===== src/rtl/vga_fb_reader_if.sv =====
`default_nettype none
// ============================================================================
// Module      : vga_fb_reader_if
// Description : Memory burst-read port plus VGA pixel port of the frame-buffer
//               reader.
// Revision    : 1.0 - initial release
// ============================================================================
interface vga_fb_reader_if #(
    parameter int ADDR_W = 21
) ();
    logic              vsync;
    logic              data_req;
    logic [15:0]       pixel_data;
    logic              rd_req;
    logic [ADDR_W-1:0] rd_addr;
    logic              rd_ack;
    logic              rd_valid;
    logic [15:0]       rd_data;
    logic              underflow;
    logic              frame_done;

    modport master (
        input  vsync, data_req, rd_ack, rd_valid, rd_data,
        output pixel_data, rd_req, rd_addr, underflow, frame_done
    );

    modport slave (
        output vsync, data_req, rd_ack, rd_valid, rd_data,
        input  pixel_data, rd_req, rd_addr, underflow, frame_done
    );
endinterface
`default_nettype wire


===== src/rtl/vga_fb_reader.sv =====
`default_nettype none
// ============================================================================
// Module      : vga_fb_reader
// Description : Burst-reads a frame buffer into a FWFT FIFO that feeds the VGA
//               output stage; restarts the frame on each vsync rising edge.
// Revision    : 1.0 - initial release
// ============================================================================
module vga_fb_reader #(
    parameter int          ADDR_W     = 21,
    parameter int unsigned BASE_ADDR  = 0,
    parameter int          H_ACT      = 640,
    parameter int          V_ACT      = 480,
    parameter int          BURST_LEN  = 32,
    parameter int          FIFO_DEPTH = 128
) (
    input  logic            clk,
    input  logic            rst,
    vga_fb_reader_if.master bus
);
    localparam int TOTAL_BURSTS = (H_ACT * V_ACT) / BURST_LEN;
    localparam int PTR_W        = $clog2(FIFO_DEPTH);
    localparam int CNT_W        = PTR_W + 1;
    localparam int BEAT_W       = $clog2(BURST_LEN + 1);
    localparam int BRST_W       = $clog2(TOTAL_BURSTS + 1);

    localparam logic [CNT_W-1:0]  SPACE_LIMIT = CNT_W'(FIFO_DEPTH - BURST_LEN);
    localparam logic [BEAT_W-1:0] LAST_BEAT   = BEAT_W'(BURST_LEN - 1);
    localparam logic [BRST_W-1:0] BURSTS_INIT = BRST_W'(TOTAL_BURSTS);
    localparam logic [ADDR_W-1:0] ADDR_BASE   = ADDR_W'(BASE_ADDR);
    localparam logic [ADDR_W-1:0] ADDR_STEP   = ADDR_W'(BURST_LEN);

    localparam logic [2:0] S_IDLE  = 3'd0;
    localparam logic [2:0] S_FLUSH = 3'd1;
    localparam logic [2:0] S_CHECK = 3'd2;
    localparam logic [2:0] S_REQ   = 3'd3;
    localparam logic [2:0] S_DATA  = 3'd4;

    logic [2:0]        state;
    logic              vsync_q;
    logic              restart_pend;
    logic [ADDR_W-1:0] next_addr;
    logic [ADDR_W-1:0] rd_addr_q;
    logic              rd_req_q;
    logic [BRST_W-1:0] bursts_left;
    logic [BEAT_W-1:0] beat_cnt;
    logic              frame_done_q;
    logic              underflow_q;

    logic [15:0]       mem [FIFO_DEPTH];
    logic [PTR_W-1:0]  wr_ptr;
    logic [PTR_W-1:0]  rd_ptr;
    logic [CNT_W-1:0]  count;

    logic vs_rise;
    logic restart;
    logic push;
    logic pop;
    logic fifo_empty;

    assign vs_rise    = bus.vsync & ~vsync_q;
    // Same-cycle vs_rise is honoured so FLUSH lands one cycle after the edge.
    assign restart    = restart_pend | vs_rise;
    assign fifo_empty = (count == '0);
    assign push       = (state == S_DATA) && bus.rd_valid;
    assign pop        = bus.data_req && !fifo_empty;

    always_ff @(posedge clk) begin
        if (rst) begin
            state        <= S_IDLE;
            vsync_q      <= 1'b0;
            restart_pend <= 1'b0;
            next_addr    <= ADDR_BASE;
            rd_addr_q    <= ADDR_BASE;
            rd_req_q     <= 1'b0;
            bursts_left  <= '0;
            beat_cnt     <= '0;
            frame_done_q <= 1'b0;
        end else begin
            vsync_q      <= bus.vsync;
            frame_done_q <= 1'b0;
            if (vs_rise) begin
                restart_pend <= 1'b1;
            end
            case (state)
                S_IDLE: begin
                    if (restart) begin
                        state <= S_FLUSH;
                    end
                end
                S_FLUSH: begin
                    next_addr    <= ADDR_BASE;
                    bursts_left  <= BURSTS_INIT;
                    restart_pend <= vs_rise;
                    state        <= S_CHECK;
                end
                S_CHECK: begin
                    if (restart) begin
                        state <= S_FLUSH;
                    end else if ((bursts_left != '0) && (count <= SPACE_LIMIT)) begin
                        state     <= S_REQ;
                        rd_req_q  <= 1'b1;
                        rd_addr_q <= next_addr;
                    end
                end
                S_REQ: begin
                    // The request is held through any restart until memory accepts it.
                    if (bus.rd_ack) begin
                        rd_req_q <= 1'b0;
                        beat_cnt <= '0;
                        state    <= S_DATA;
                    end
                end
                S_DATA: begin
                    if (bus.rd_valid) begin
                        beat_cnt <= beat_cnt + BEAT_W'(1);
                        if (beat_cnt == LAST_BEAT) begin
                            next_addr    <= next_addr + ADDR_STEP;
                            bursts_left  <= bursts_left - BRST_W'(1);
                            frame_done_q <= (bursts_left == BRST_W'(1));
                            state        <= S_CHECK;
                        end
                    end
                end
                default: begin
                    state <= S_IDLE;
                end
            endcase
        end
    end

    always_ff @(posedge clk) begin
        if (rst) begin
            wr_ptr      <= '0;
            rd_ptr      <= '0;
            count       <= '0;
            underflow_q <= 1'b0;
        end else begin
            if (bus.data_req && fifo_empty) begin
                underflow_q <= 1'b1;
            end
            if (state == S_FLUSH) begin
                wr_ptr <= '0;
                rd_ptr <= '0;
                count  <= '0;
            end else begin
                if (push) begin
                    wr_ptr <= wr_ptr + PTR_W'(1);
                end
                if (pop) begin
                    rd_ptr <= rd_ptr + PTR_W'(1);
                end
                if (push && !pop) begin
                    count <= count + CNT_W'(1);
                end else if (!push && pop) begin
                    count <= count - CNT_W'(1);
                end
            end
        end
    end

    always_ff @(posedge clk) begin
        if (push) begin
            mem[wr_ptr] <= bus.rd_data;
        end
    end

    assign bus.pixel_data = fifo_empty ? 16'h0000 : mem[rd_ptr];
    assign bus.rd_req     = rd_req_q;
    assign bus.rd_addr    = rd_addr_q;
    assign bus.underflow  = underflow_q;
    assign bus.frame_done = frame_done_q;

endmodule
`default_nettype wire


===== src/flat_wrapper.sv =====
// flat-port wrapper written by rule: the top's interface ports become plain ports
module vga_fb_reader_flat 
#(
    parameter int          ADDR_W     = 21,
    parameter int unsigned BASE_ADDR  = 0,
    parameter int          H_ACT      = 640,
    parameter int          V_ACT      = 480,
    parameter int          BURST_LEN  = 32,
    parameter int          FIFO_DEPTH = 128
)
  (clk, rst, bus_vsync, bus_data_req, bus_rd_ack, bus_rd_valid, bus_rd_data, bus_pixel_data, bus_rd_req, bus_rd_addr, bus_underflow, bus_frame_done);
  vga_fb_reader_if #(.ADDR_W(ADDR_W)) bus_i ();
  input  logic clk;
  input  logic rst;
  input wire logic [$bits(bus_i.vsync)-1:0] bus_vsync;
  input wire logic [$bits(bus_i.data_req)-1:0] bus_data_req;
  input wire logic [$bits(bus_i.rd_ack)-1:0] bus_rd_ack;
  input wire logic [$bits(bus_i.rd_valid)-1:0] bus_rd_valid;
  input wire logic [$bits(bus_i.rd_data)-1:0] bus_rd_data;
  output wire logic [$bits(bus_i.pixel_data)-1:0] bus_pixel_data;
  output wire logic [$bits(bus_i.rd_req)-1:0] bus_rd_req;
  output wire logic [$bits(bus_i.rd_addr)-1:0] bus_rd_addr;
  output wire logic [$bits(bus_i.underflow)-1:0] bus_underflow;
  output wire logic [$bits(bus_i.frame_done)-1:0] bus_frame_done;
  assign bus_i.vsync = bus_vsync;
  assign bus_i.data_req = bus_data_req;
  assign bus_i.rd_ack = bus_rd_ack;
  assign bus_i.rd_valid = bus_rd_valid;
  assign bus_i.rd_data = bus_rd_data;
  assign bus_pixel_data = bus_i.pixel_data;
  assign bus_rd_req = bus_i.rd_req;
  assign bus_rd_addr = bus_i.rd_addr;
  assign bus_underflow = bus_i.underflow;
  assign bus_frame_done = bus_i.frame_done;
  vga_fb_reader #(.ADDR_W(ADDR_W), .BASE_ADDR(BASE_ADDR), .H_ACT(H_ACT), .V_ACT(V_ACT), .BURST_LEN(BURST_LEN), .FIFO_DEPTH(FIFO_DEPTH)) u_core (.clk(clk), .rst(rst), .bus(bus_i));
endmodule

===== config.mk =====
export PLATFORM = sky130hd
export DESIGN_NAME = vga_fb_reader_flat
export DESIGN_NICKNAME = d
export VERILOG_FILES = /design/src/rtl/vga_fb_reader_if.sv /design/src/rtl/vga_fb_reader.sv /design/src/flat_wrapper.sv
export SDC_FILE = /design/constraint.sdc
export NUM_CORES = 2
export LEC_CHECK = 0
export ABC_AREA = 0
export BUFFER_PORTS_ARGS = -buffer_cell sky130_fd_sc_hd__buf_4
export CAP_MARGIN = 10
export CORE_ASPECT_RATIO = 2
export CORE_UTILIZATION = 55
export DETAILED_ROUTE_END_ITERATION = 10
export PLACE_DENSITY = 0.71
export SYNTH_ARGS = -nofsm -noshare
export SYNTH_HDL_FRONTEND = slang
export SYNTH_SLANG_ARGS = --single-unit

===== constraint.sdc =====
create_clock -name clk -period 4.93 [get_ports clk]
set_input_delay 0.493 -clock clk [delete_from_list [all_inputs] [get_ports clk]]
set_output_delay 0.493 -clock clk [all_outputs]
set_load 0.05 [all_outputs]

==> results.txt <==
hold path cells: 2
Finished Cell Area: 91,790 sq um
Cell Chain, Critical Path: nor4b_1, buf_4, and2_0, buf_4, a22oi_2, nand4_1, nor3_2, a31oi_2, buf_4
cell mode on critical path: buf_4
clock tree buffer depth: 4
total die area: 150,700 sq um
Port Buffers: 56
Final Hold Fails: 0
largest net degree at the start of global routing: 129
first-pass GRT wire length: 297,200 um
Via density: 6.467
worst r2r path cells: 13
startpoint types: register
Initial Utilization: 0.5536
All-Layer GR Usage: 0.2799
area of the core: 148,100 sq um
most common cell after layout, fill and taps aside: edfxtp_1
register area: 63,290 sq um
register area share after synthesis: 0.7716
RSZ-0062 raised after global routing: no
chip width: 275.0 um
maximum vdd drop: 0.6695 mV
Remaining DRCs: 3
Buf/Inv on CP: 3
Worst R2R Setup Slack: 0.98 ns
most frequent cells in the layout: edfxtp_1 (2,048), mux4_2 (403), buf_4 (323)
main flop type after synthesis: edfxtp_1
Critical Path Max Stage Delay: 0.83 ns
failing checks: DRC
critical path class: reg2out
CP delay by family, top: simple AND/OR/NAND/NOR gates
clock root cell: clkbuf_16
Slew headroom: 0.2113
share of layout cells above drive strength 1: 0.2265
worst endpoint required time: 4.44 ns
max_cap viols: 0
post-route ant nets: 0
H-tree depth: 4
Yosys cell types: 66
WL met1: 70,870 um
CTS tree: done
vias in the first global route: 42,360
Clk Latency, worst-skew pair: 0.83 ns
Mapped Cells: 4,082
Area growth, synth to finish: 11.93%
FF-to-FF End: u_core.count[7]
Worst Hold End: u_core.bus.rd_addr[20]
Num CTS Buffers: 176
routability cong.: 0.8577
num rows: 200
routed length on met3: 13,500 um
Vert. Die Dim: 548.1 um
Tightest Hold Check Type: in2reg
reg2reg start: u_core.count[2]
PwrDens: 433.9 nW/um^2
Post-DP Area: 86,190 sq um
CTS Sinks: 2,137
vias: 41,690
EDFF count, synth: 2,048
total power: 39.83 mW
grt ovf: 0
period utilization: 0.9925
Setup Skew: 0.04120 ns
initial drt markers: 4,545
antenna violations before repair: 2
Avg Inst Size Synth: 20.09 sq um
status: finished, violations left
Critical-path top delay cell: dfxtp_1
Leak: 27.89 nW
uppermost routed layer: met4
count of pins over their slew limit: 0
Total Wirelength: 208,500 um
drt wl/cell: 32.35 um
Post-synth ARST share: 0
Worst Path Arrival: 4.40 ns
DRT Pass-1 Iters: 8
Ports: 62
Post-DP HPWL: 131,700 um
worst setup margin: 0.03684 ns
area of the multi-input gates: 17,800 sq um
Max Fclk: 204.4 MHz
nets: 4,434
critical path fanouts, max: 16
# setup viols final: 0
area of the mapped netlist: 82,010 sq um
Cells after DPL: 6,128
WL met2: 110,800 um
crit end category: primary output
crit path time final: 4.893 ns
non-filler instance count after layout: 6,446
dpl ws: -0.02922 ns
synth warn: 0
Worst Max-Slew Pin Slew: 1.183 ns
# fillers: 10,160
final core occ: 0.6196
worst hold start: rst
CTS clk-pin slew, worst paths: 0.07 ns
number of synthesized register bits: 2,137
-- logic make-up (layout without fill, tap and decap cells) --
group,after synthesis,in the layout,synth area share
buffers and inverters,223,663,0.01280
xor gates and xnor gates,35,35,0.003738
adders and majority gates,16,16,0.002533
and+or+nand+nor,657,657,0.03831
DFF,2137,2137,0.7716
AOI/OAI and AO/OA,376,376,0.03167
muxes,637,637,0.1393
other,1,6,0.00004573
-- power breakdown --
group | switching, mW | total, mW | internal [mW]
registers | 0.105 | 20.0 | 19.9
clock network | 6.20 | 13.6 | 7.41
logic | 3.54 | 6.18 | 2.65
total | 9.84 | 39.8 | 30.0
-- cell usage after synthesis (all sizes together), types with 17 or more instances --
| cell type | instances | share of area |
|---|---|---|
| nor2b | 21 | 0.0016 |
| a22oi | 244 | 0.022 |
| xor2 | 17 | 0.0018 |
| nor2 | 233 | 0.011 |
| a21oi | 83 | 0.0051 |
| nand4 | 40 | 0.0031 |
| mux2i | 233 | 0.028 |
| mux4 | 403 | 0.11 |
| dfxtp | 89 | 0.022 |
| and3 | 19 | 0.0014 |
| nand2 | 147 | 0.0069 |
| buf | 136 | 0.0088 |
| nor3 | 32 | 0.0021 |
| clkbuf | 75 | 0.0034 |
| xnor2 | 18 | 0.0019 |
| edfxtp | 2048 | 0.75 |
| nand3 | 101 | 0.0063 |
-- layout make-up --
type	instances	area share
Timing Repair Buffer	343	0.03053
Clock buffer	213	0.05075
Antenna cell	1	0.00002726
Multi-Input combinational cell	1726	0.1939
Clock inverter	95	0.008547
Sequential cell	2137	0.6895
Inverter	12	0.0005453
Tap cell	1919	0.02616
-- layer usage --
layer  up-vias  track usage
met5         -            0
met4         0       0.1574
met3       407      0.03217
met2      1937       0.4932
met1     22000       0.3318
li1      17350            -
-- registers in the layout, summed over array words and instances, names as in the netlist, 3 cells and up, named ones only --
signal,cells
u_core.count,8
u_core.next_addr,16
u_core.bus.rd_addr,16
u_core.wr_ptr,7
u_core.bursts_left,14
u_core.state,3
u_core.mem,2048
u_core.beat_cnt,6
u_core.rd_ptr,7
-- worst max-delay path by stage --
stage	cells past startpoint	to	from	slack, ns
after global routing	8	bus_pixel_data[2]	register	0.004
after CTS	8	bus_pixel_data[8]	register	0.02
after floorplan	14	u_core.count[7]	u_core.count[1]	1.72
after global placement	8	bus_pixel_data[9]	register	-0.009
final	9	bus_pixel_data[9]	register	0.04
after detailed placement	8	bus_pixel_data[9]	register	-0.03
-- repair_timing --
action / in CTS / in global routing
resized for setup: 8 / 2
hold endpoints to repair: 3 / 0
hold buffers: 3 / 0
setup buffers: 2 / 4
endpoints found under the setup margin: 15 / 5
-- metrics by stage --
stage / hold WS (ns) / TNS [ns]
CTS: 0.05556 / 0
floorplan: 0.4575 / 0
global placement: 0.4500 / -0.009378
finish: 0.1023 / 0
global route: 0.08963 / 0
detailed placement: 0.4498 / -0.02922
Power figures use the tool's default switching activity.
